## config.mk

```make
export PLATFORM = sky130hd
export DESIGN_NAME = control_sequencer
export DESIGN_NICKNAME = d
export VERILOG_FILES = /design/src/rtl/ctrl_seq_pkg.sv /design/src/rtl/seq_timeout_counter.sv /design/src/rtl/control_sequencer.sv
export SDC_FILE = /design/constraint.sdc
export NUM_CORES = 1
export LEC_CHECK = 0
export CELL_PAD_IN_SITES_DETAIL_PLACEMENT = 1
export CELL_PAD_IN_SITES_GLOBAL_PLACEMENT = 1
export CORE_ASPECT_RATIO = 1.5
export CORE_MARGIN = 2
export CORE_UTILIZATION = 29
export CTS_BUF_LIST = sky130_fd_sc_hd__clkbuf_4 sky130_fd_sc_hd__clkbuf_8
export DETAILED_ROUTE_END_ITERATION = 10
export PLACE_DENSITY_LB_ADDON = 0.1
export SYNTH_ARGS = -nofsm -noshare
export SYNTH_HDL_FRONTEND = slang
export SYNTH_SLANG_ARGS = --single-unit
export TNS_END_PERCENT = 20
```

## constraint.sdc

```tcl
create_clock -name clk -period 3.7 [get_ports clk]
set_input_delay 0.37 -clock clk [delete_from_list [all_inputs] [get_ports clk]]
set_output_delay 0.37 -clock clk [all_outputs]
set_load 0.03 [all_outputs]
```

## src/rtl/ctrl_seq_pkg.sv

```systemverilog
// Shared types and helpers for the control sequencer: state encoding, trap causes,
// and the one-hot dispatch check.
package ctrl_seq_pkg;

    localparam int unsigned STATE_W      = 3;
    localparam int unsigned CAUSE_W      = 2;
    localparam int unsigned INSN_W       = 32;
    localparam int unsigned ONEHOT_MAX_W = 32;

    typedef enum logic [STATE_W-1:0] {
        ST_IDLE     = 3'd0,
        ST_FETCH    = 3'd1,
        ST_LOAD_IR  = 3'd2,
        ST_DISPATCH = 3'd3,
        ST_EXEC     = 3'd4,
        ST_TRAP     = 3'd5
    } state_t;

    localparam logic [CAUSE_W-1:0] CAUSE_NONE     = 2'd0;
    localparam logic [CAUSE_W-1:0] CAUSE_ILLEGAL  = 2'd1;
    localparam logic [CAUSE_W-1:0] CAUSE_FETCH_TO = 2'd2;
    localparam logic [CAUSE_W-1:0] CAUSE_EXEC_TO  = 2'd3;

    // True when exactly one bit is set; unit vectors are zero-extended to ONEHOT_MAX_W.
    function automatic logic is_onehot(input logic [ONEHOT_MAX_W-1:0] v);
        return (v != '0) && ((v & (v - ONEHOT_MAX_W'(1))) == '0);
    endfunction

endpackage

```

## src/rtl/seq_timeout_counter.sv

```systemverilog
// Saturating state-residency timer: cleared on state change, counts while enabled,
// flags expiry when the count reaches a nonzero limit (limit 0 never expires).
module seq_timeout_counter
    import ctrl_seq_pkg::*;
#(
    parameter int unsigned W = 8
) (
    input  logic         clk,
    input  logic         reset,
    input  logic         i_clear,
    input  logic         i_enable,
    input  logic [W-1:0] i_limit,
    output logic         o_expired
);

    logic [W-1:0] r_count;

    always_ff @(posedge clk or posedge reset) begin
        if (reset) begin
            r_count <= '0;
        end else if (i_clear) begin
            r_count <= '0;
        end else if (i_enable && (r_count != {W{1'b1}})) begin
            r_count <= r_count + W'(1);
        end
    end

    assign o_expired = (i_limit != '0) && (r_count == i_limit);

endmodule

```

## src/rtl/control_sequencer.sv

```systemverilog
// Top-level multi-cycle sequencer: fetch handshake, IR load, one-hot dispatch, exec wait,
// traps, graceful halt, retire count. Perf counters enabled by CTRL_SEQ_PERF_COUNTERS_EN.
module control_sequencer
    import ctrl_seq_pkg::*;
#(
    parameter int unsigned NUM_UNITS    = 4,
    parameter int unsigned MEM_TIMEOUT  = 255,
    parameter int unsigned EXEC_TIMEOUT = 1023,
    parameter int unsigned CNT_W        = 64
) (
    input  logic                 clk,
    input  logic                 reset,
    input  logic                 start,
    input  logic                 halt_req,
    output logic                 memory_start,
    input  logic                 memory_done,
    input  logic [INSN_W-1:0]    mem_rdata,
    output logic [INSN_W-1:0]    insn,
    output logic                 load_ins,
    input  logic [NUM_UNITS-1:0] unit_sel,
    input  logic                 illegal,
    output logic [NUM_UNITS-1:0] unit_start,
    output logic [NUM_UNITS-1:0] unit_active,
    input  logic [NUM_UNITS-1:0] unit_done,
    output logic                 busy,
    output logic                 trap,
    output logic [CAUSE_W-1:0]   trap_cause,
    output logic [CNT_W-1:0]     retired_count,
    output logic [CNT_W-1:0]     cycle_count,
    output logic [CNT_W-1:0]     fetch_stall_count
);

    localparam int unsigned TMR_MAX = (MEM_TIMEOUT > EXEC_TIMEOUT) ? MEM_TIMEOUT : EXEC_TIMEOUT;
    localparam int unsigned TMR_W   = (TMR_MAX == 0) ? 1 : $clog2(TMR_MAX + 1);

    state_t               r_state;
    state_t               w_state_next;
    logic [INSN_W-1:0]    r_insn;
    logic [NUM_UNITS-1:0] r_unit_active;
    logic [NUM_UNITS-1:0] w_unit_active_next;
    logic [NUM_UNITS-1:0] w_unit_start;
    logic [CAUSE_W-1:0]   r_trap_cause;
    logic [CAUSE_W-1:0]   w_trap_cause_next;
    logic [CNT_W-1:0]     r_retired;
    logic                 r_halt_pending;
    logic                 w_retire;
    logic                 w_busy;
    logic                 w_exec_done;
    logic                 w_sel_onehot;
    logic                 w_tmr_en;
    logic                 w_tmr_clr;
    logic                 w_tmr_expired;
    logic [TMR_W-1:0]     w_tmr_limit;

    // Only the owning unit's done bit can end EXEC.
    assign w_exec_done  = |(unit_done & r_unit_active);
    assign w_sel_onehot = is_onehot(ONEHOT_MAX_W'(unit_sel));
    assign w_busy       = (r_state != ST_IDLE) && (r_state != ST_TRAP);

    assign w_tmr_en    = (r_state == ST_FETCH) || (r_state == ST_EXEC);
    assign w_tmr_clr   = (w_state_next != r_state);
    assign w_tmr_limit = (r_state == ST_EXEC) ? TMR_W'(EXEC_TIMEOUT) : TMR_W'(MEM_TIMEOUT);

    seq_timeout_counter #(
        .W (TMR_W)
    ) u_timer (
        .clk       (clk),
        .reset     (reset),
        .i_clear   (w_tmr_clr),
        .i_enable  (w_tmr_en),
        .i_limit   (w_tmr_limit),
        .o_expired (w_tmr_expired)
    );

    always_ff @(posedge clk or posedge reset) begin
        if (reset) begin
            r_state <= ST_IDLE;
        end else begin
            r_state <= w_state_next;
        end
    end

    // Next-state, dispatch pulse and register updates; done beats timeout in EXEC.
    always_comb begin
        w_state_next       = r_state;
        w_trap_cause_next  = r_trap_cause;
        w_unit_active_next = r_unit_active;
        w_unit_start       = '0;
        w_retire           = 1'b0;
        case (r_state)
            ST_IDLE: begin
                if (start && !halt_req) w_state_next = ST_FETCH;
            end
            ST_FETCH: begin
                if (memory_done) begin
                    w_state_next = ST_LOAD_IR;
                end else if (w_tmr_expired) begin
                    w_state_next      = ST_TRAP;
                    w_trap_cause_next = CAUSE_FETCH_TO;
                end
            end
            ST_LOAD_IR: begin
                w_state_next = ST_DISPATCH;
            end
            ST_DISPATCH: begin
                if (illegal || !w_sel_onehot) begin
                    w_state_next      = ST_TRAP;
                    w_trap_cause_next = CAUSE_ILLEGAL;
                end else begin
                    w_unit_start       = unit_sel;
                    w_unit_active_next = unit_sel;
                    w_state_next       = ST_EXEC;
                end
            end
            ST_EXEC: begin
                if (w_exec_done) begin
                    w_retire           = 1'b1;
                    w_unit_active_next = '0;
                    w_state_next       = (r_halt_pending || halt_req) ? ST_IDLE : ST_FETCH;
                end else if (w_tmr_expired) begin
                    w_unit_active_next = '0;
                    w_state_next       = ST_TRAP;
                    w_trap_cause_next  = CAUSE_EXEC_TO;
                end
            end
            ST_TRAP: begin
                w_unit_active_next = '0;
                if (start) begin
                    w_state_next      = ST_IDLE;
                    w_trap_cause_next = CAUSE_NONE;
                end
            end
            default: begin
                w_state_next       = ST_IDLE;
                w_unit_active_next = '0;
            end
        endcase
    end

    always_ff @(posedge clk or posedge reset) begin
        if (reset) begin
            r_insn         <= '0;
            r_unit_active  <= '0;
            r_trap_cause   <= CAUSE_NONE;
            r_retired      <= '0;
            r_halt_pending <= 1'b0;
        end else begin
            if (r_state == ST_LOAD_IR) r_insn <= mem_rdata;
            r_unit_active <= w_unit_active_next;
            r_trap_cause  <= w_trap_cause_next;
            if (w_retire) r_retired <= r_retired + CNT_W'(1);
            if ((w_state_next == ST_IDLE) && (r_state != ST_IDLE)) begin
                r_halt_pending <= 1'b0;
            end else if (halt_req && w_busy) begin
                r_halt_pending <= 1'b1;
            end
        end
    end

    assign memory_start  = (r_state == ST_FETCH);
    assign load_ins      = (r_state == ST_LOAD_IR);
    assign trap          = (r_state == ST_TRAP);
    assign busy          = w_busy;
    assign insn          = r_insn;
    assign unit_start    = w_unit_start;
    assign unit_active   = r_unit_active;
    assign trap_cause    = r_trap_cause;
    assign retired_count = r_retired;

`ifdef CTRL_SEQ_PERF_COUNTERS_EN
    logic [CNT_W-1:0] r_cycle_count;
    logic [CNT_W-1:0] r_fetch_stall_count;

    always_ff @(posedge clk or posedge reset) begin
        if (reset) begin
            r_cycle_count       <= '0;
            r_fetch_stall_count <= '0;
        end else begin
            if (w_busy) r_cycle_count <= r_cycle_count + CNT_W'(1);
            if ((r_state == ST_FETCH) && !memory_done) begin
                r_fetch_stall_count <= r_fetch_stall_count + CNT_W'(1);
            end
        end
    end

    assign cycle_count       = r_cycle_count;
    assign fetch_stall_count = r_fetch_stall_count;
`else
    assign cycle_count       = '0;
    assign fetch_stall_count = '0;
`endif

endmodule

```

==> reports/summary.log, run 1 <==
[run_status] result of the run complete, no violations
[timing] count of final max-slew check failures 0
[synth] share of the yosys chip area belonging to registers 45.4%
[grt] sum of overflow across all layers after global routing 0
[clock_network] Root Driver sky130_fd_sc_hd__clkbuf_8
[floorplanning] die area 0.0233 mm2
[pwr] leakage power total 3.78 nW
[clock_network] Max H-tree Level 4
[floorplanning] number of primary I/O pins 284
[grt] antenna violations before repair 0
[grt] vias in the first global route 5069
[worst_setup_path] dominant cell type by count on the critical path sky130_fd_sc_hd__clkdlybuf4s50_1
[worst_setup_path] Setup CP Type in2out
[floorplanning] die span in y 186 um
[worst_setup_path] Crit. End Element output pin
[timing] Min Clock Period, post-route 2.90 ns
[worst_setup_path] endpoint required time on the critical path 3.33 ns
[floorplanning] number of core rows 66
[layout] commonest cells after routing, fill and taps aside 155 x sky130_fd_sc_hd__clkdlybuf4s50_1, 128 x sky130_fd_sc_hd__conb_1, 116 x sky130_fd_sc_hd__dfrtp_1
[timing] maximum clock frequency 0.345 GHz
[clock_network] clock latency on the worst-skew pair 0.45 ns
[timing] total negative slack 0 ns
[timing] max-slew headroom at the worst pin 46.5%
[floorplanning] placeable core region 0.0216 mm2
[timing] Worst Clk Skew 0.0131 ns
[clock_network] TritonCTS clock tree yes
[place] count of input and output buffers 155
[synth] synthesized instance count 624
[synth] Synth area leader sky130_fd_sc_hd__dfrtp_1
[synth] ranking of synthesized cells by area sky130_fd_sc_hd__dfrtp_1 45%, sky130_fd_sc_hd__buf_4 15%, sky130_fd_sc_hd__xor2_1 6.6%
[timing] Fin. Hold Viols 0
[synth] top flip-flop cell by instance count after synthesis sky130_fd_sc_hd__dfrtp_1
[clock_network] TritonCTS sink count 116
[grt] largest net degree at the start of global routing 61
[pwr] Peak supply drop 0.199 mV
[floorplanning] Initial Util 29.6%
[clock_network] clock buffers created by TritonCTS 17
[detailed_routing] Pre-antenna DRT Iters 4
[worst_setup_path] Slowest Stage Delay on Critical Path 0.66 ns
[worst_setup_path] data arrival time of the worst path 2.53 ns
[job] number of maximum-capacitance violations 0
[grt] GRT Overall Usage 15.2%
[synth] FFs w/ async S/R, synth 100%
[grt] first-pass GRT wire length 27800 um
[worst_setup_path] Worst path slowest cell sky130_fd_sc_hd__clkdlybuf4s50_1
[clock_network] number of buffers inserted by hold repair at cts 0
[place] RePlAce Congestion 0.783
[worst_setup_path] worst setup path end unit_start[0]
[synth] average footprint of a synthesized cell 10.2 um2
[synth] register bit total from synthesis 116
[detailed_routing] total detailed-routing wirelength 17300 um
[detailed_routing] Iter 0 DRT Violations 150
[timing] WHS 0.450 ns
[timing] number of setup violations in the final report 0
[synth] Post-synth EDFFs 0
[detailed_routing] mean number of vias per cell 4.41
[synth] share of Yosys cell area claimed by the top area cell type 45.4%
[place] half-perimeter wire length after detailed placement 13200 um
[min_path] kind of path behind the tightest hold check in2async
[worst_setup_path] Setup crit start kind primary input
[clock_network] maximum number of buffers from clock root to sink 2
[timing] slew at the pin with the worst max-slew slack 0.803 ns
[layout] Filler Cells Inserted 2476
[timing] share of the cycle needed by the critical path after routing 78.3%
[clock_network] number of gates resized after CTS 0
[worst_setup_path] length in cells of the worst reg-to-reg path 6
[detailed_routing] Antenna Nets Post-Route 0
[detailed_routing] average routed wire per standard cell 16.1 um
[detailed_routing] DRC Markers 0
[layout] post-synthesis to final-layout area growth 29.4%
[clock_network] post-CTS setup repair buffer count 0
[layout] fraction of final layout cells with drive strength greater than 1 10.2%
[pwr] overall power 4.96 mW
[synth] number of distinct library cells after synthesis 49
[worst_setup_path] list of cells traversed by the critical path clkdlybuf4s50_1, xnor2_1, or3_1, a21oi_1, nand2_1, inv_1, clkdlybuf4s50_1
[worst_setup_path] worst setup slack for register-to-register paths 0.84 ns
[clock_network] clock-pin transition on the worst setup and hold timing paths 0.07 ns
[worst_setup_path] launching element of the worst setup path unit_sel[2]
[floorplanning] DIE WIDTH 125 um
[layout] # nets final 839
[synth] Mapped Area 0.00639 mm2
[layout] # diodes 0
[layout] most frequent standard cell in the layout excluding fill and tap cells sky130_fd_sc_hd__clkdlybuf4s50_1
[detailed_routing] Vias 4740
[timing] setup repair after global routing missed its margin no
[worst_setup_path] crit path max fanout 5
[worst_setup_path] worst flop-to-flop path endpoint retired_count[59]
[synth] warnings from Yosys 0
[pwr] power density normalized to cell area 599 mW/mm2
[worst_setup_path] startpoint of the worst register-to-register path r_state[2]
[flip-flops by register name (all words and copies together), names as in the netlist]
| name | flops |
|---|---|
| insn | 32 |
| unit_active | 4 |
| trap_cause | 2 |
| r_state | 3 |
| retired_count | 64 |
| r_halt_pending | 1 |
| u_timer.r_count | 10 |
[power by group]
part	switching (mW)	internal, mW	leakage, nW	total (mW)
combinational	1.18	0.788	2.04	1.97
clock	0.532	0.816	0.221	1.35
sequential	0.137	1.50	1.51	1.64
[cells by family (layout without fill, tap and decap cells)]
family,Yosys count,count (layout),synth area share [%]
simple gates,205,205,17.1
mux,36,36,6.28
flops,116,116,45.4
xor+xnor,74,74,10.1
compound gates,33,33,3.86
other cells,1,128,0.0587
buf+inv,157,209,16.8
fa+ha+maj,2,2,0.391
[worst min path at each step]
stage / endpoint
2_1_floorplan: r_state[1]
3_3_place_gp: retired_count[63]
3_5_place_dp: retired_count[63]
4_1_cts: insn[27]
5_1_grt: insn[27]
6_report: insn[14]
[stage by stage]
| stage | cells | utilization, % | area [um2] | worst slack, ns |
|---|---|---|---|---|
| 2_1_floorplan | 751 | - | 6870 | 0.258 |
| 3_3_place_gp | 1044 | 36.1 | 7820 | 0.837 |
| 3_5_place_dp | 1044 | 36.1 | 7820 | 0.743 |
| 4_1_cts | 1075 | 38.2 | 8270 | 0.779 |
| 5_1_grt | 1075 | 38.2 | 8270 | 0.603 |
| 6_report | 1075 | 38.2 | 8270 | 0.804 |
[metal layers]
metal | share of wire [%] | routed length (um) | GRT usage (%)
met1 | 37 | 6350 | 15.9
met2 | 56 | 9660 | 28.8
met3 | 6.1 | 1060 | 4.89
met4 | 1.5 | 261 | 4.93
met5 | 0 | 0 | 0
[cells in the mapped netlist (4+ instances only)]
master                     instances
sky130_fd_sc_hd__a21oi_1           9
sky130_fd_sc_hd__mux2_2           33
sky130_fd_sc_hd__xnor2_1          26
sky130_fd_sc_hd__buf_4           128
sky130_fd_sc_hd__nor3_1           30
sky130_fd_sc_hd__nand4_1          20
sky130_fd_sc_hd__and3_1            9
sky130_fd_sc_hd__xor2_1           48
sky130_fd_sc_hd__and2_1            5
sky130_fd_sc_hd__and4_1            5
sky130_fd_sc_hd__o31ai_1           4
sky130_fd_sc_hd__inv_1            16
sky130_fd_sc_hd__dfrtp_1         116
sky130_fd_sc_hd__o21ai_0           4
sky130_fd_sc_hd__nand2_1          42
sky130_fd_sc_hd__nor4_1            6
sky130_fd_sc_hd__nor4_2            5
sky130_fd_sc_hd__clkbuf_1          9
sky130_fd_sc_hd__or3_1             4
sky130_fd_sc_hd__nor2b_1           4
sky130_fd_sc_hd__nand3_1          30
sky130_fd_sc_hd__nor2_1           30
[final cells by class]
type                       instances  area (um2)  area share (%)
multi-input combinational        478        2900            35.0
sequential                       116        2900            35.1
inverter                          16        62.6           0.756
tap                              272         340            4.11
clock inverter                     8         148            1.78
clock buffer                      23         304            3.68
timing repair buffer             162        1620            19.5
[worst max-delay path: cells and delay by family]
kind / cells / cell delay, ns
buffers and inverters: 3 / 1.21
XOR/XNOR: 1 / 0.16
AND/OR/NAND/NOR: 2 / 0.47
AO/OA/AOI/OAI: 1 / 0.32
(Power assumes the default switching activity.)
==> run 2: changes to the inputs <==
CORE_UTILIZATION = 32   (was 29)
clock period = 2.75 ns   (was 3.7 ns; I/O delays follow)
==> reports/summary.log, run 2 (synthesized netlist as in run 1, its figures left out) <==
[grt] met2 layer usage reported by global route 31.1% [+2.3 points]
[detailed_routing] Pre-antenna DRT Iters 4 [unchanged]
[grt] GRT Overall Usage 16.3% [+1.1 points]
[worst_setup_path] length in cells of the worst reg-to-reg path 6 [unchanged]
[worst_setup_path] Slowest Stage Delay on Critical Path 0.76 ns [+0.10 ns]
[worst_setup_path] startpoint of the worst register-to-register path r_state[1]
[layout] post-synthesis to final-layout area growth 30.6%
[timing] slew at the pin with the worst max-slew slack 0.582 ns [-0.221 ns]
[floorplanning] die span in y 177 um [-4.7%]
[layout] Filler Cells Inserted 2301 [-7.1%]
[worst_setup_path] worst flop-to-flop path endpoint retired_count[61]
[detailed_routing] average routed wire per standard cell 15.8 um [-1.9%]
[worst_setup_path] worst setup slack for register-to-register paths 0.40 ns [-0.44 ns]
[clock_network] clock buffers created by TritonCTS 17 [unchanged]
[clock_network] Root Driver sky130_fd_sc_hd__clkbuf_8
[worst_setup_path] WP depth 4 [-3]
[layout] post-layout instance area 0.00835 mm2 [+0.95%]
[worst_setup_path] Crit. End Element output pin
[clock_network] TritonCTS clock tree yes
[floorplanning] Initial Util 32.4% [+2.9 points]
[worst_setup_path] Worst path slowest cell sky130_fd_sc_hd__clkdlybuf4s50_1
[grt] busiest grt layer met2
[timing] share of the cycle needed by the critical path after routing 89.1%
[layout] # nets final 854 [+1.8%]
[worst_setup_path] data arrival time of the worst path 2.18 ns [-0.35 ns]
[clock_network] number of gates resized after CTS 1 [+1]
[timing] max-slew headroom at the worst pin 60.9% [+14 points]
[detailed_routing] DRC Markers 0 [unchanged]
[floorplanning] die area 0.0211 mm2 [-9.1%]
[timing] count of final max-slew check failures 0 [unchanged]
[worst_setup_path] Setup crit start kind flip-flop
[worst_setup_path] worst setup path end load_ins
[floorplanning] number of core rows 63 [-4.5%]
[layout] multi-input logic area 0.00290 mm2 [+0.13%]
[clock_network] clock-pin transition on the worst setup and hold timing paths 0.07 ns [about the same]
[layout] number of flip-flops under the largest register name 64 [unchanged]
[clock_network] maximum number of buffers from clock root to sink 2 [unchanged]
[timing] Min Clock Period, post-route 2.45 ns
[worst_setup_path] Setup CP Type reg2out
[grt] antenna violations before repair 0 [unchanged]
[timing] number of setup violations in the final report 0 [unchanged]
[place] count of input and output buffers 155 [unchanged]
[worst_setup_path] launching element of the worst setup path r_state[1]
[worst_setup_path] list of cells traversed by the critical path buf_4, inv_1, nor3_2, clkdlybuf4s50_1
[layout] fraction of final layout cells with drive strength greater than 1 12.0% [+1.8 points]
[detailed_routing] Vias 4838 [+2.1%]
[clock_network] number of buffers inserted by hold repair at cts 0 [unchanged]
[floorplanning] number of primary I/O pins 284 [unchanged]
[floorplanning] DIE WIDTH 119 um [-4.7%]
[grt] sum of overflow across all layers after global routing 0 [unchanged]
[timing] setup repair after global routing missed its margin no
[grt] vias in the first global route 5196 [+2.5%]
[clock_network] post-CTS setup repair buffer count 0 [unchanged]
[pwr] leakage power total 3.90 nW [+3.3%]
[grt] met1 usage 16.5% [+0.65 points]
[clock_network] clock latency on the worst-skew pair 0.44 ns [about the same]
[grt] first-pass GRT wire length 27100 um [-2.5%]
[layout] commonest cells after routing, fill and taps aside 151 x sky130_fd_sc_hd__clkdlybuf4s50_1, 128 x sky130_fd_sc_hd__conb_1, 116 x sky130_fd_sc_hd__dfrtp_1
[worst_setup_path] endpoint required time on the critical path 2.48 ns [-0.85 ns]
[detailed_routing] Iter 0 DRT Violations 109 [-27%]
[grt] largest net degree at the start of global routing 79 [+30%]
[place] RePlAce Congestion 0.811 [+3.6%]
[detailed_routing] total detailed-routing wirelength 17000 um [-1.7%]
[layout] # diodes 0 [unchanged]
[place] half-perimeter wire length after detailed placement 12900 um [-1.9%]
[clock_network] Max H-tree Level 4 [unchanged]
[pwr] Peak supply drop 0.260 mV [+31%]
[grt] met3 capacity usage during global routing 5.32% [+0.43 points]
[job] number of maximum-capacitance violations 0 [unchanged]
[pwr] power density normalized to cell area 791 mW/mm2 [+32%]
[clock_network] TritonCTS sink count 116 [unchanged]
[layout] area used by sequential logic in the layout 0.00290 mm2 [unchanged]
[timing] maximum clock frequency 0.408 GHz
[worst_setup_path] Buf/Inv on CP 3 [unchanged]
[timing] Worst Clk Skew 0.00859 ns [-0.00450 ns]
[min_path] kind of path behind the tightest hold check in2async
[detailed_routing] mean number of vias per cell 4.49 [+1.8%]
[floorplanning] placeable core region 0.0197 mm2 [-8.9%]
[detailed_routing] Antenna Nets Post-Route 0 [unchanged]
[worst_setup_path] delay-heaviest family, CP buffers and inverters
[place] Area after DPL 0.00792 mm2 [+1.3%]
[layout] most frequent standard cell in the layout excluding fill and tap cells sky130_fd_sc_hd__clkdlybuf4s50_1
[run_status] result of the run complete, no violations
[timing] total negative slack 0 ns [unchanged]
[worst_setup_path] crit path max fanout 13 [+8]
[timing] Fin. Hold Viols 0 [unchanged]
run 2: cell type report:
class	instances	share of cell area, %
clock buffers	22	3.48
clock inverters	9	1.53
inverters	16	0.764
multi-input cells	478	34.8
flip-flops and latches	116	34.8
well taps	260	3.90
repair buffers	177	20.8
run 2: worst register-to-register path, stage by stage (launching register included):
cell,delay (ns)
sky130_fd_sc_hd__dfrtp_1,0.40
sky130_fd_sc_hd__or3b_1,0.43
sky130_fd_sc_hd__a2111oi_4,0.34
sky130_fd_sc_hd__buf_4,0.22
sky130_fd_sc_hd__nand2_1,0.23
sky130_fd_sc_hd__nor4b_1,0.45
sky130_fd_sc_hd__xor2_1,0.21
run 2: stage by stage:
| stage | worst slack, ns | hold WS (ns) | power (mW) | util, % | instances |
|---|---|---|---|---|---|
| finish | 0.299 | 0.324 | 6.61 | 42.4 | 1078 |
| global route | 0.170 | 0.350 | 6.97 | 42.4 | 1078 |
| CTS | 0.0178 | 0.332 | 6.72 | 42.3 | 1078 |
| detailed placement | 0.00948 | 0.480 | 5.00 | 40.2 | 1047 |
| global placement | 0.108 | 0.467 | 4.95 | 40.2 | 1047 |
| floorplan | 0.501 | 0.392 | 4.04 | - | 751 |
run 2: worst min-delay path by stage:
stage	startpoint	end	slack [ns]	depth (start not counted)
2_1_floorplan	memory_done	r_state[1]	0.39	1
3_3_place_gp	retired_count[63]	retired_count[63]	0.47	1
3_5_place_dp	retired_count[63]	retired_count[63]	0.48	1
4_1_cts	reset	u_timer.r_count[5]	0.33	3
5_1_grt	reset	u_timer.r_count[5]	0.35	3
6_report	reset	u_timer.r_count[5]	0.32	3
run 2: report_power, final:
part           switching, mW  internal, mW
Combinational           1.61          1.12
Sequential             0.169          2.02
Clock                  0.704         0.978
Total                   2.48          4.12
run 2: layer usage:
layer  routed length [um]  vias up  share of wire (%)
met5                    0        -                  0
met4                  322        0                1.9
met3                  922       23                5.4
met2                 9700      132                 57
met1                 6100     2456                 36
li1                     -     2227                  -
